## config.mk

```make
export PLATFORM = sky130hd
export DESIGN_NAME = reg_bank_ctx
export DESIGN_NICKNAME = d
export VERILOG_FILES = /design/src/rtl/reg_bank_ctx.sv
export SDC_FILE = /design/constraint.sdc
export NUM_CORES = 1
export LEC_CHECK = 0
export CAP_MARGIN = 10
export CORE_MARGIN = 3
export CORE_UTILIZATION = 35
export CTS_BUF_LIST = sky130_fd_sc_hd__clkbuf_16
export DETAILED_ROUTE_END_ITERATION = 8
export PLACE_DENSITY = 0.56
export SYNTH_ARGS = -nofsm -noshare
export SYNTH_HDL_FRONTEND = slang
export SYNTH_SLANG_ARGS = --single-unit
```

## constraint.sdc

```tcl
create_clock -name clk -period 2.4 [get_ports clk]
set_input_delay 0.24 -clock clk [delete_from_list [all_inputs] [get_ports clk]]
set_output_delay 0.24 -clock clk [all_outputs]
set_load 0.005 [all_outputs]
```

## src/rtl/reg_bank_ctx.sv

```systemverilog
// Register bank with two combinational read ports, one write port and a
// context save/restore streaming engine. Optional macro: REG_BANK_BYPASS_EN.
module reg_bank_ctx #(
    parameter int unsigned DW = 16,
    parameter int unsigned AW = 3
) (
    input  logic          clk,
    input  logic          rst_n,
    input  logic          wr_en,
    input  logic [AW-1:0] wr_addr,
    input  logic [DW-1:0] wr_data,
    input  logic [AW-1:0] rd1_addr,
    output logic [DW-1:0] rd1_data,
    input  logic [AW-1:0] rd2_addr,
    output logic [DW-1:0] rd2_data,
    input  logic          sv_start,
    output logic          sv_valid,
    input  logic          sv_ready,
    output logic [AW-1:0] sv_idx,
    output logic [DW-1:0] sv_data,
    input  logic          rs_start,
    input  logic          rs_valid,
    output logic          rs_ready,
    input  logic [DW-1:0] rs_data,
    output logic          busy,
    output logic          ctx_done
);

    localparam int unsigned NREG = 2 ** AW;
    localparam logic [AW-1:0] LastIdx = AW'(NREG - 1);

    typedef enum logic [1:0] {StIdle, StSave, StRestore} state_e;

    state_e        r_state, w_state_nxt;
    logic [AW-1:0] r_cnt, w_cnt_nxt;
    logic          r_done, w_done_nxt;
    logic [DW-1:0] r_regs [NREG];

    logic          w_we;
    logic [AW-1:0] w_waddr;
    logic [DW-1:0] w_wdata;

    always_ff @(posedge clk or negedge rst_n) begin
        if (!rst_n) begin
            r_state <= StIdle;
            r_cnt   <= '0;
            r_done  <= 1'b0;
        end else begin
            r_state <= w_state_nxt;
            r_cnt   <= w_cnt_nxt;
            r_done  <= w_done_nxt;
        end
    end

    always_comb begin
        w_state_nxt = r_state;
        w_cnt_nxt   = r_cnt;
        w_done_nxt  = 1'b0;
        unique case (r_state)
            StIdle: begin
                // Save wins when both requests arrive together.
                if (sv_start) begin
                    w_state_nxt = StSave;
                    w_cnt_nxt   = '0;
                end else if (rs_start) begin
                    w_state_nxt = StRestore;
                    w_cnt_nxt   = '0;
                end
            end
            StSave: begin
                if (sv_ready) begin
                    if (r_cnt == LastIdx) begin
                        w_state_nxt = StIdle;
                        w_cnt_nxt   = '0;
                        w_done_nxt  = 1'b1;
                    end else begin
                        w_cnt_nxt = r_cnt + 1'b1;
                    end
                end
            end
            StRestore: begin
                if (rs_valid) begin
                    if (r_cnt == LastIdx) begin
                        w_state_nxt = StIdle;
                        w_cnt_nxt   = '0;
                        w_done_nxt  = 1'b1;
                    end else begin
                        w_cnt_nxt = r_cnt + 1'b1;
                    end
                end
            end
            default: begin
                w_state_nxt = StIdle;
                w_cnt_nxt   = '0;
            end
        endcase
    end

    // Architectural writes only in IDLE; restore beats own the port otherwise.
    always_comb begin
        w_we    = 1'b0;
        w_waddr = wr_addr;
        w_wdata = wr_data;
        if (r_state == StIdle) begin
            w_we = wr_en;
        end else if (r_state == StRestore) begin
            w_we    = rs_valid;
            w_waddr = r_cnt;
            w_wdata = rs_data;
        end
    end

    always_ff @(posedge clk or negedge rst_n) begin
        if (!rst_n) begin
            for (int i = 0; i < int'(NREG); i++) begin
                r_regs[i] <= '0;
            end
        end else if (w_we) begin
            r_regs[w_waddr] <= w_wdata;
        end
    end

    assign sv_valid = (r_state == StSave);
    assign rs_ready = (r_state == StRestore);
    assign busy     = (r_state != StIdle);
    assign ctx_done = r_done;
    assign sv_idx   = r_cnt;
    assign sv_data  = r_regs[r_cnt];

`ifdef REG_BANK_BYPASS_EN
    logic w_byp_ok;
    assign w_byp_ok = rst_n && wr_en && (r_state == StIdle);
    assign rd1_data = (w_byp_ok && (wr_addr == rd1_addr)) ? wr_data : r_regs[rd1_addr];
    assign rd2_data = (w_byp_ok && (wr_addr == rd2_addr)) ? wr_data : r_regs[rd2_addr];
`else
    assign rd1_data = r_regs[rd1_addr];
    assign rd2_data = r_regs[rd2_addr];
`endif

endmodule

```

==> flow_metrics.py, run 1 <==
metrics = {
    "synth": {
        "ys_ff_latch": 134,
        "yosysSeqAreaShare": 0.393,
        "synth-edff-count": 0,
        "yosysTopAreaCellShare": 0.393,
        "synth-simple-area-share": 0.0614,
        "syn_area_per_cell_um2": 14.5,
        "ys_top_cells_by_area": "dfrtp_1 (39%), mux4_2 (25%), mux2_2 (17%)",
        "synth_top_family_by_area": "multiplexers",
        "synth_compound_area_frac": 0.0142,
        "yosysTopAreaCell": "dfrtp_1",
        "synth-xor-area-share": 0,
        "synth-async-reset-ratio": 1.00,
        "ys_types": 41,
        "synth_area_mm2": 0.00852,
        "syn-instance-count": 586,
        "yosys_warnings": 0,
        "synth.net_count": 639,
        "ys.flop_type": "dfrtp_1",
        "synthMuxAreaShare": 0.486,
        "synth-adder-area-share": 0.00734,
    },
    "clock_tree": {
        "clk_pin_slew_worst_paths_ns": 0.06,
        "clk_latency_ns": 0.42,
        "root_buffer": "clkbuf_16",
        "clk_path_buf_depth": 2,
        "cts_max_level": 4,
        "cts_sinks": 134,
        "cts_tree": "built",
        "cts_buffers": 17,
    },
    "global_routing": {
        "grt_util_all_layers": 0.186,
        "antenna_found_initial": 0,
        "grt_max_degree": 53,
        "grt_pass1_vias": 6165,
        "grt_overflow": 0,
        "grt_pass1_wl_um": 37000,
    },
    "sta": {
        "maxSlewViolCount": 0,
        "hold_viol": 0,
        "maxSlewHeadroom": 0.656,
        "worstMarginPinSlew_ns": 0.517,
        "period_minus_slack_ns": 2.32,
        "grt_setup_unrepaired": "yes",
        "min_period_over_period": 0.966,
        "setup_viol": 0,
        "clock.fmax_mhz": 431,
        "skew_ns": 0.00716,
    },
    "floorplanning": {
        "die_area_mm2": 0.0263,
        "initial_core_util": 0.360,
        "rows": 56,
        "die_x_um": 162,
        "io_pins": 103,
        "core-area_mm2": 0.0237,
        "die_y_um": 162,
    },
    "cells_and_area": {
        "fin_util": 0.461,
        "postLayoutCellArea_mm2": 0.0109,
        "areaGrowthSynthToFinish_pct": 28.1,
        "layout_commonest_cell": "dfrtp_1",
        "nets": 762,
        "most-common-layout-cells": "dfrtp_1 (133), mux2_2 (125), nand2_1 (102)",
        "drive_above_1_share": 0.478,
        "diodes": 0,
    },
    "route": {
        "drt-pass1-iter-count": 4,
        "totalWireLength_um": 24500,
        "drt-initial-drc-count": 362,
        "vias": 5673,
        "drc": 0,
        "wl_per_cell_um": 23.5,
        "vias_per_cell": 5.45,
        "postRouteAntennaNets": 0,
    },
    "run_status": {
        "status": "complete, no violations",
    },
    "setup_path": {
        "r2r_start": "r_state[0]$_DFFE_PN0P_",
        "endpoint_kind": "output port",
        "crit_path_top_delay_cell": "mux4_2",
        "crit_path_frequent_cell": "nand2_1",
        "ff2ff_setup_slack_ns": 0.09,
        "critical_path.startpoint_type": "flop",
        "reg2regPathDepth": 8,
        "regToRegEndpoint": "r_regs[36]$_DFFE_PN0P_",
        "crit_path_max_fanout": 8,
        "crit_chain": "buf_12 -> buf_16 -> buf_4 -> mux4_2 -> nand2_1 -> nand2_1 -> dlygate4sd2_1",
        "worst-setup-path-type": "reg -> out",
        "crit_required_ns": 2.16,
        "crit_path_max_incr_delay_ns": 0.48,
        "worstPathArrival_ns": 2.08,
    },
    "flow_run": {
        "max_cap_violations": 0,
    },
    "pwr": {
        "switchingPower_mw": 4.36,
        "seqPwrFrac": 0.325,
        "power.internal_mw": 9.27,
        "irDropWorstVdd_mv": 0.549,
        "powerDensity_mw_per_mm2": 1250,
        "power_frac_comb": 0.475,
        "switching_share": 0.320,
        "leakage_nw": 4.61,
        "p_clk_frac": 0.200,
    },
    "placed_design": {
        "gp_congestion": 0.776,
        "place_area_mm2": 0.0102,
        "dp_hpwl_um": 15700,
        "port_buffers": 102,
    },
    "min_path": {
        "hp-class": "in -> async",
    },
}
-- area by class of cell --
| type | instances | area (µm²) |
|---|---|---|
| clock buffers | 17 | 425 |
| clock inverters | 15 | 188 |
| fillers | 2136 | 12800 |
| inverters | 9 | 33.8 |
| multi-input cells | 398 | 4850 |
| flip-flops and latches | 134 | 3350 |
| well taps | 319 | 399 |
| repair buffers | 149 | 1670 |
-- worst max path at each step --
stage	start	endpoint	slack (ns)	cells past startpoint
finish	sv_idx[0]$_DFFE_PN0P_	sv_data[12]	0.08	7
global route	sv_idx[0]$_DFFE_PN0P_	sv_data[12]	-0.009	7
CTS	sv_idx[0]$_DFFE_PN0P_	sv_data[13]	0.006	7
detailed placement	rd2_addr[1]	rd2_data[15]	0.03	5
global placement	rd1_addr[1]	rd1_data[1]	0.05	5
floorplan	r_state[0]$_DFFE_PN0P_	r_regs[86]$_DFFE_PN0P_	0.34	8
-- repair_timing --
| action | in CTS | in global routing |
|---|---|---|
| gates resized for setup | 19 | 4 |
| cloned | 1 | 2 |
| hold buffers | 1 | 0 |
| buffers inserted | 5 | 1 |
| endpoints found under the setup margin | 16 | 8 |
| endpoints found under the hold margin | 34 | 0 |
-- routing by layer --
metal  track usage  wire (µm)
met2         0.322      12600
met1         0.246      10500
met3        0.0347       1090
met4        0.0399        270
met5             0          0
-- synth_stat cells, types with 2 or more instances --
library cell,count
mux2i_1,3
nand3_1,3
mux2_1,5
buf_2,12
o21ai_0,3
buf_1,4
mux2_4,30
buf_6,8
nor2_4,2
mux2_2,125
inv_1,8
mux4_2,96
clkbuf_1,16
nor2_1,2
buf_12,2
ha_1,5
buf_4,3
nand2_1,102
dfrtp_1,134
nand2b_1,2
-- stage by stage --
step / power [mW] / setup TNS [ns] / hold WS [ns] / worst slack (ns) / std cells
after CTS: 13.7 / 0 / 0.350 / 0.00583 / 1038
after detailed placement: 11.0 / 0 / 0.250 / 0.0299 / 999
after global placement: 10.7 / 0 / 0.243 / 0.0475 / 999
after floorplan: 8.29 / 0 / -0.0556 / 0.344 / 586
after global routing: 14.4 / -0.0112 / 0.380 / -0.00863 / 1041
final: 13.6 / 0 / 0.328 / 0.0810 / 1041
-- power by group through the flow --
stage / Sequential [mW] / Combinational, mW / Clock (mW)
after CTS: 4.39 / 6.54 / 2.79
after detailed placement: 4.41 / 6.55 / 0
after global placement: 4.29 / 6.41 / 0
final: 4.42 / 6.48 / 2.73
after floorplan: 4.04 / 4.25 / 0
after global routing: 4.59 / 6.96 / 2.87
-- cells by family after synthesis --
kind of cell / Yosys count
AOI/OAI and AO/OA: 11
adders and majority gates: 5
muxes: 261
and+or+nand+nor: 121
DFF: 134
buffers and inverters: 54
-- critical path: cells and delay by family, from the launching register on --
kind / cells / cell delay [ns]
flops: 1 / 0.43
simple gates: 2 / 0.13
buf+inv: 4 / 0.64
mux: 1 / 0.48
-- sequential cells by signal, summed over array words and instances (netlist names) --
signal	cells
sv_idx	3
ctx_done	1
r_regs	128
r_state	2
No activity file was read; power rests on OpenSTA's default activity.
==> run 2: changes to the inputs <==
--- a/config.mk
+++ b/config.mk
@@ -5,6 +5,7 @@
 export SDC_FILE = /design/constraint.sdc
 export NUM_CORES = 1
 export LEC_CHECK = 0
+export ABC_AREA = 0
 export CAP_MARGIN = 10
 export CORE_MARGIN = 3
 export CORE_UTILIZATION = 35
==> results of run 2 <==
No change in the layout: final DEF, timing and power equal those of run 1.
